===== src/rtl/div_clk_monitor.sv =====
// div_clk_monitor
// Checks a divided clock (clki) by sampling it as data in the clk domain.
// Each rise-to-rise window gives one period and one high-time measurement.
// The monitor locks after LOCK_N in-tolerance periods in a row. It pulses err
// on an out-of-tolerance period, or when clki stays stuck long enough that the
// period counter saturates.
module div_clk_monitor #(
  parameter int CNT_W       = 8,
  parameter int EXP_PERIOD  = 3,
  parameter int TOL         = 0,
  parameter int LOCK_N      = 4,
  parameter int SYNC_STAGES = 2
) (
  input  logic             clk,
  input  logic             rst,
  input  logic             en,
  input  logic             clki,
  output logic [CNT_W-1:0] period,
  output logic [CNT_W-1:0] high_time,
  output logic             meas_vld,
  output logic             locked,
  output logic             err
);

  localparam int GOOD_W = $clog2(LOCK_N + 1);

  // The tolerance window is one bit wider than the counter, so EXP_PERIOD+TOL
  // cannot wrap. A negative lower bound clamps to zero.
  localparam logic [CNT_W:0] LO_BOUND =
    (EXP_PERIOD > TOL) ? (CNT_W+1)'(EXP_PERIOD - TOL) : '0;
  localparam logic [CNT_W:0] HI_BOUND = (CNT_W+1)'(EXP_PERIOD + TOL);

  localparam logic [CNT_W-1:0]  CNT_MAX  = '1;
  localparam logic [CNT_W-1:0]  CNT_ONE  = CNT_W'(1);
  localparam logic [GOOD_W-1:0] GOOD_MAX = GOOD_W'(LOCK_N);

  localparam logic [1:0] SEEK = 2'd0;
  localparam logic [1:0] HIGH = 2'd1;
  localparam logic [1:0] LOW  = 2'd2;

  logic [SYNC_STAGES-1:0] sync_reg;
  logic [SYNC_STAGES-1:0] sync_next;
  logic                   s_d_reg;
  logic                   s;
  logic                   rise;
  logic                   fall;

  logic [1:0]        state_reg,     state_next;
  logic [CNT_W-1:0]  per_cnt_reg,   per_cnt_next;
  logic [CNT_W-1:0]  hi_cnt_reg,    hi_cnt_next;
  logic [GOOD_W-1:0] good_cnt_reg,  good_cnt_next;
  logic [CNT_W-1:0]  period_reg,    period_next;
  logic [CNT_W-1:0]  high_reg,      high_next;
  logic              meas_vld_reg,  meas_vld_next;
  logic              locked_reg,    locked_next;
  logic              err_reg,       err_next;
  logic              in_tol;

  // Synchronizer shift path: stage 0 takes clki, and each later stage takes the
  // stage before it.
  genvar gi;
  generate
    for (gi = 0; gi < SYNC_STAGES; gi++) begin : g_sync
      if (gi == 0) begin : g_first
        assign sync_next[gi] = clki;
      end else begin : g_rest
        assign sync_next[gi] = sync_reg[gi-1];
      end
    end
  endgenerate

  assign s    = sync_reg[SYNC_STAGES-1];
  assign rise = s & ~s_d_reg;
  assign fall = ~s & s_d_reg;

  assign in_tol = ({1'b0, per_cnt_reg} >= LO_BOUND) &&
                  ({1'b0, per_cnt_reg} <= HI_BOUND);

  // Measurement FSM. The rise that closes one window also opens the next one.
  always_comb begin
    state_next    = state_reg;
    per_cnt_next  = per_cnt_reg;
    hi_cnt_next   = hi_cnt_reg;
    good_cnt_next = good_cnt_reg;
    period_next   = period_reg;
    high_next     = high_reg;
    locked_next   = locked_reg;
    meas_vld_next = 1'b0;
    err_next      = 1'b0;

    if (!en) begin
      state_next    = SEEK;
      per_cnt_next  = '0;
      hi_cnt_next   = '0;
      good_cnt_next = '0;
      locked_next   = 1'b0;
    end else begin
      case (state_reg)
        SEEK: begin
          per_cnt_next = '0;
          hi_cnt_next  = '0;
          if (rise) begin
            per_cnt_next = CNT_ONE;
            hi_cnt_next  = CNT_ONE;
            state_next   = HIGH;
          end
        end

        HIGH: begin
          if (per_cnt_reg == CNT_MAX) begin
            err_next      = 1'b1;
            locked_next   = 1'b0;
            good_cnt_next = '0;
            per_cnt_next  = '0;
            hi_cnt_next   = '0;
            state_next    = SEEK;
          end else if (fall) begin
            per_cnt_next = per_cnt_reg + CNT_ONE;
            state_next   = LOW;
          end else begin
            per_cnt_next = per_cnt_reg + CNT_ONE;
            hi_cnt_next  = hi_cnt_reg + CNT_ONE;
          end
        end

        LOW: begin
          // A rise beats saturation, so a 2^CNT_W-1 period is still measured.
          if (rise) begin
            period_next   = per_cnt_reg;
            high_next     = hi_cnt_reg;
            meas_vld_next = 1'b1;
            if (in_tol) begin
              if (good_cnt_reg != GOOD_MAX) begin
                good_cnt_next = good_cnt_reg + 1'b1;
              end
              locked_next = (good_cnt_next == GOOD_MAX);
            end else begin
              good_cnt_next = '0;
              locked_next   = 1'b0;
              err_next      = 1'b1;
            end
            per_cnt_next = CNT_ONE;
            hi_cnt_next  = CNT_ONE;
            state_next   = HIGH;
          end else if (per_cnt_reg == CNT_MAX) begin
            err_next      = 1'b1;
            locked_next   = 1'b0;
            good_cnt_next = '0;
            per_cnt_next  = '0;
            hi_cnt_next   = '0;
            state_next    = SEEK;
          end else begin
            per_cnt_next = per_cnt_reg + CNT_ONE;
          end
        end

        default: begin
          state_next   = SEEK;
          per_cnt_next = '0;
          hi_cnt_next  = '0;
        end
      endcase
    end
  end

  // State, counters, synchronizer and registered outputs; async active-low clear.
  always_ff @(posedge clk or negedge rst) begin
    if (!rst) begin
      sync_reg     <= '0;
      s_d_reg      <= 1'b0;
      state_reg    <= SEEK;
      per_cnt_reg  <= '0;
      hi_cnt_reg   <= '0;
      good_cnt_reg <= '0;
      period_reg   <= '0;
      high_reg     <= '0;
      meas_vld_reg <= 1'b0;
      locked_reg   <= 1'b0;
      err_reg      <= 1'b0;
    end else begin
      sync_reg     <= sync_next;
      s_d_reg      <= s;
      state_reg    <= state_next;
      per_cnt_reg  <= per_cnt_next;
      hi_cnt_reg   <= hi_cnt_next;
      good_cnt_reg <= good_cnt_next;
      period_reg   <= period_next;
      high_reg     <= high_next;
      meas_vld_reg <= meas_vld_next;
      locked_reg   <= locked_next;
      err_reg      <= err_next;
    end
  end

  assign period    = period_reg;
  assign high_time = high_reg;
  assign meas_vld  = meas_vld_reg;
  assign locked    = locked_reg;
  assign err       = err_reg;

endmodule


===== config.mk =====
export PLATFORM = sky130hd
export DESIGN_NAME = div_clk_monitor
export DESIGN_NICKNAME = d
export VERILOG_FILES = /design/src/rtl/div_clk_monitor.sv
export SDC_FILE = /design/constraint.sdc
export NUM_CORES = 1
export LEC_CHECK = 0
export BUFFER_PORTS_ARGS = -buffer_cell sky130_fd_sc_hd__buf_2
export CAP_MARGIN = 0
export CORE_AREA = 10 10 62 89
export CTS_BUF_LIST = sky130_fd_sc_hd__clkbuf_16
export DETAILED_ROUTE_END_ITERATION = 8
export DIE_AREA = 0 0 72 99
export HOLD_SLACK_MARGIN = 0.03
export PLACE_DENSITY = 0.81
export SLEW_MARGIN = 20
export SYNTH_ARGS = -nofsm -noshare
export SYNTH_HDL_FRONTEND = slang
export SYNTH_SLANG_ARGS = --single-unit

===== constraint.sdc =====
create_clock -name clk -period 3.1 [get_ports clk]
set_input_delay 0.31 -clock clk [delete_from_list [all_inputs] [get_ports clk]]
set_output_delay 0.31 -clock clk [all_outputs]
set_load 0.05 [all_outputs]

# Yosys cells after proc, flatten, opt, wreduce, memory -nomap -nowiden
# Cells that the tools add are included.
# classes
add_sub_neg	3
mul	0
n_div	0
magnitude_cmp	2
n_eq_ne	10
shifts	0
mux	41
bitwise_logic	4
reduce_logical	5
# op_table
operator	count
$mux W8	8
$pmux W8 S3	2
$mux W3	9
$add A8 B1 Y8 const B	2
$mux W1	12
$mux W2	6
$ne A4 B4 Y1 const B	3
$eq A8 B8 Y1 const B	1
$ge A8 B2 Y1 const B	1
$le A8 B2 Y1 const B	1
$ne A3 B3 Y1 const B	2
$pmux W2 S3	1
$pmux W3 S2	1
$reduce_and A3 Y1	2
$pmux W1 S2	2
$add A3 B1 Y3 const B	1
$eq A3 B3 Y1 const B	1
$ne A3 B1 Y1 const B	1
$and A1 B1 Y1	2
$eq A2 B1 Y1 const B	1
$eq A2 B2 Y1 const B	1
$logic_not A2 Y1	1
$not A1 Y1	2
$reduce_and A2 Y1	1
$logic_and A1 B1 Y1	1
# totals
ff_bits	43
latch_bits	0
mem_bits_rw	0
romBits	0
input_bits	4
output_inout_bits	19
elab_cells	76
mem_count	0

# Logic depth before layout (Yosys ltp)
# depth
ltp_word	11
mapped_depth	9
depth_no_buf	7

# Least setup slack after synthesis
# No wires, ideal clock.
# synth_path
path_kind	flip-flop to flip-flop
start	reg state_reg[0]
end	reg locked_reg (netlist: locked)
setup_ps	67
arrival_time_ps	1637
setup_slack_ps	1396
stages_incl_launch_ff	9
path_buffers	1
synth_period_minus_slack_ps	1704
cell_sequence	dfrtp_1 inv_1 ha_1 nand3b_1 or2_1 buf_2 clkinv_2 o2111a_1 a22o_1
# synth_between
elab_chain_cells	3
word_cells_on_any_way	5
# synth_lines
element	line	rtl
start, declared	48	logic [1:0] state_reg, state_next;
start signal, assigned	183	state_reg <= state_next;
$eq A2 B2 Y1 / $eq A2 B1 Y1 (equally long branches)	98	case (state_reg)
$pmux W1 S2	98	
$mux W1	91	if (!en) begin
end signal, assigned	190	locked_reg <= locked_next;
end, declared	55	logic locked_reg, locked_next;
# Parallel ways exist; a longest one is shown, timed or not.
# A chain may end at the register's enable or synchronous reset.

# Final worst setup path
# Same ends and word-level chain as after synthesis.

==> summary.md <==
| Metric | Value |
|---|---|
| Clock transition at path regs | ~0.060 ns |
| Most frequent cells in the layout | nand2_1 (54), dfrtp_1 (43), buf_2 (22) |
| CTS max path bufs | 2 |
| Total grt overflow | 0 |
| Detailed-route wire length per cell | 15.1 µm |
| Most used DFF post-synth | dfrtp_1 |
| Synthesis Warnings | 0 |
| Number of global-route vias before repair | ~1600 |
| Die Span X | between 70 and 80 µm |
| Yosys reg bits | 43 |
| Required time of the critical path | between 3 and 4 ns |
| Relative slew slack | between 30% and 40% |
| Initial Util | ~54% |
| CP Capture Type | flop |
| Peak supply drop | roughly 600 µV |
| Crit start category | flop |
| Leak pwr | approximately 1.3 nW |
| Most common cell after layout, fill and taps aside | nand2_1 |
| Vias/cell | 5.55 |
| Share of post-route cells with drive strength above 1 | approximately 18% |
| Fin crit share | 61.4% |
| Final Setup Violations | 0 |
| ANT cells | 0 |
| Area delta synth->final | 13.3% |
| Final Max Slew Viols | 0 |
| Min cycle time layout | roughly 1.9 ns |
| GRT Util Overall | about an eighth |
| # nets final | approximately 250 |
| Register area share after synthesis | between 50% and 60% |
| Pin count of the biggest net entering global routing | 44 |
| Slew at the pin closest to its max-slew limit | 0.936 ns |
| DIE AREA | between 0.007 and 0.008 mm² |
| Critical Path Fanout Max | 19 |
| Unique cell type count in the Yosys netlist | 43 |
| Die H | 99 µm |
| Avg Cell Area, Syn | a little under 10 µm² |
| Fmax | ~520 MHz |
| Global-route wire length before repair | about 7700 µm |
| Cells after synthesis | approximately 220 |
| Final Hold Viols | 0 |
| Status | completed |
| Post-synth net total | between 200 and 250 |
| Input/output buffers | 22 |
| Hpwl dp | 3170 µm |
| Setup TNS | 0 ns |
| Placed Instances | ~280 |
| P per Cell Area | 641 mW/mm² |
| Hold buffer count at cts | 0 |
| Post-Route WL | roughly 4300 µm |
| Initial drt markers | 87 |
| GP Congestion | between 0.9 and 1 |
| Footprint of the multi-input gates | approximately 960 µm² |
| Total CTS buffers | 5 |
| Residual DRC | 0 |
| Core region area | 0.00392 mm² |
| Unrepaired setup endpoints after global routing | false |
| Row count | 28 |
| Setup repair bufs after CTS | 0 |
| Sequential cell area | 0.00108 mm² |
| Pre-antenna DRT Iters | 4 |
| CP Class | flop to flop |
| CTS tree | built |
| Final clock skew | 0.00269 ns |
| Clock Latency Late Sink | between 0.2 and 0.3 ns |
| Critical path arrival | 2.13 ns |
| Routed Antenna Nets | 0 |
| Max-cap viol count | 0 |
| Routed via count | about 1600 |
| PostCTS Resize Cnt | 0 |
| Non-filler cells, final | roughly 290 |
| Initial antenna violation count | 0 |
| Post-synthesis instance area | between 0.002 and 0.0025 mm² |
| Clk sinks | 43 |
| Post-synth ARST share | between 90% and 100% |
| Hold Path Class | primary input to flop |
| EDFF count, synth | 0 |
| Fill cells | 356 |
| IO Count | 23 |
| Clk root buf | clkbuf_16 |
| H-tree depth | 2 |
final timing paths:
check / startpoint / slack [ns] / cells past startpoint / endpoint
worst max-delay path: state_reg[0]$_DFFE_PN0P_ / 1.20 / 7 / locked$_DFFE_PN0P_
worst min-delay path: clki / 0.13 / 1 / sync_reg[0]$_DFF_PN0_
worst max register to register: state_reg[0]$_DFFE_PN0P_ / 1.20 / 7 / locked$_DFFE_PN0P_
worst min register to register: sync_reg[0]$_DFF_PN0_ / 0.35 / 0 / sync_reg[1]$_DFF_PN0_
max in group asynchronous: rst / 2.35 / 1 / good_cnt_reg[2]$_DFFE_PN0P_
min in group asynchronous: rst / 0.17 / 1 / hi_cnt_reg[1]$_DFFE_PN0P_
cell usage after synthesis (4+ instances only):
master   instances  area share, %
nand2_1         54            9.6
dfrtp_1         43             51
nor2_1          13            2.3
inv_1           11            2.0
ha_1             8            4.7
o21ai_0          6            1.4
a22o_1           5            2.1
and3_1           5            1.5
o22ai_1          5            1.5
a21oi_1          4           0.95
nand3_1          4           0.95
nor2b_1          4            1.2
nor3_1           4           0.95
xnor2_1          4            1.7
metrics by stage:
stage	setup slack [ns]	total power [W]	hold WS [ns]	utilization [%]	instance area, µm²
after floorplan	1.40	0.000950	0.0144	-	2110
after detailed placement	1.21	0.00105	0.340	57.5	2250
final	1.20	0.00153	0.132	61.0	2390
after CTS	1.19	0.00155	0.127	61.0	2390
after global routing	1.02	0.00162	0.130	61.0	2390
after global placement	1.31	0.00104	0.336	57.5	2250
routing by layer:
layer	vias up	part of all wire [%]	global-route usage [%]
li1	776	-	-
met1	758	39	13.7
met2	34	52	22.5
met3	14	5.0	4.22
met4	0	3.9	7.92
met5	-	0	0
critical path: stages (launching register included):
cell      delay [ns]
dfrtp_1         0.41
inv_1           0.10
ha_1            0.30
nand3b_1        0.17
or2_1           0.28
clkinv_2        0.21
o2111a_1        0.25
a22o_1          0.12
cell type report:
type                            instances  share of cell area (%)
Clock buffer                            5                    5.23
Multi-Input combinational cell        154                    40.1
Clock inverter                          3                   0.523
Timing Repair Buffer                   23                    4.92
Tap cell                               45                    2.35
Sequential cell                        43                    45.0
Inverter                               12                    1.94
report_power, final:
| part | switching, W | internal (W) |
|---|---|---|
| combinational | 0.000263 | 0.000122 |
| clock | 0.000204 | 0.000291 |
| sequential | 0.0000431 | 0.000610 |
| total | 0.000510 | 0.00102 |
cell families (layout without fill, tap and decap cells):
family / Yosys count / after routing / synth area share, %
mux: 4 / 4 / 2.07
simple gates: 101 / 101 / 22.5
xor+xnor: 7 / 7 / 2.90
buf+inv: 18 / 43 / 3.62
flops: 43 / 43 / 51.0
fa+ha+maj: 8 / 8 / 4.74
compound gates: 34 / 34 / 13.2
Note: power is estimated with default switching activity, not from simulation.
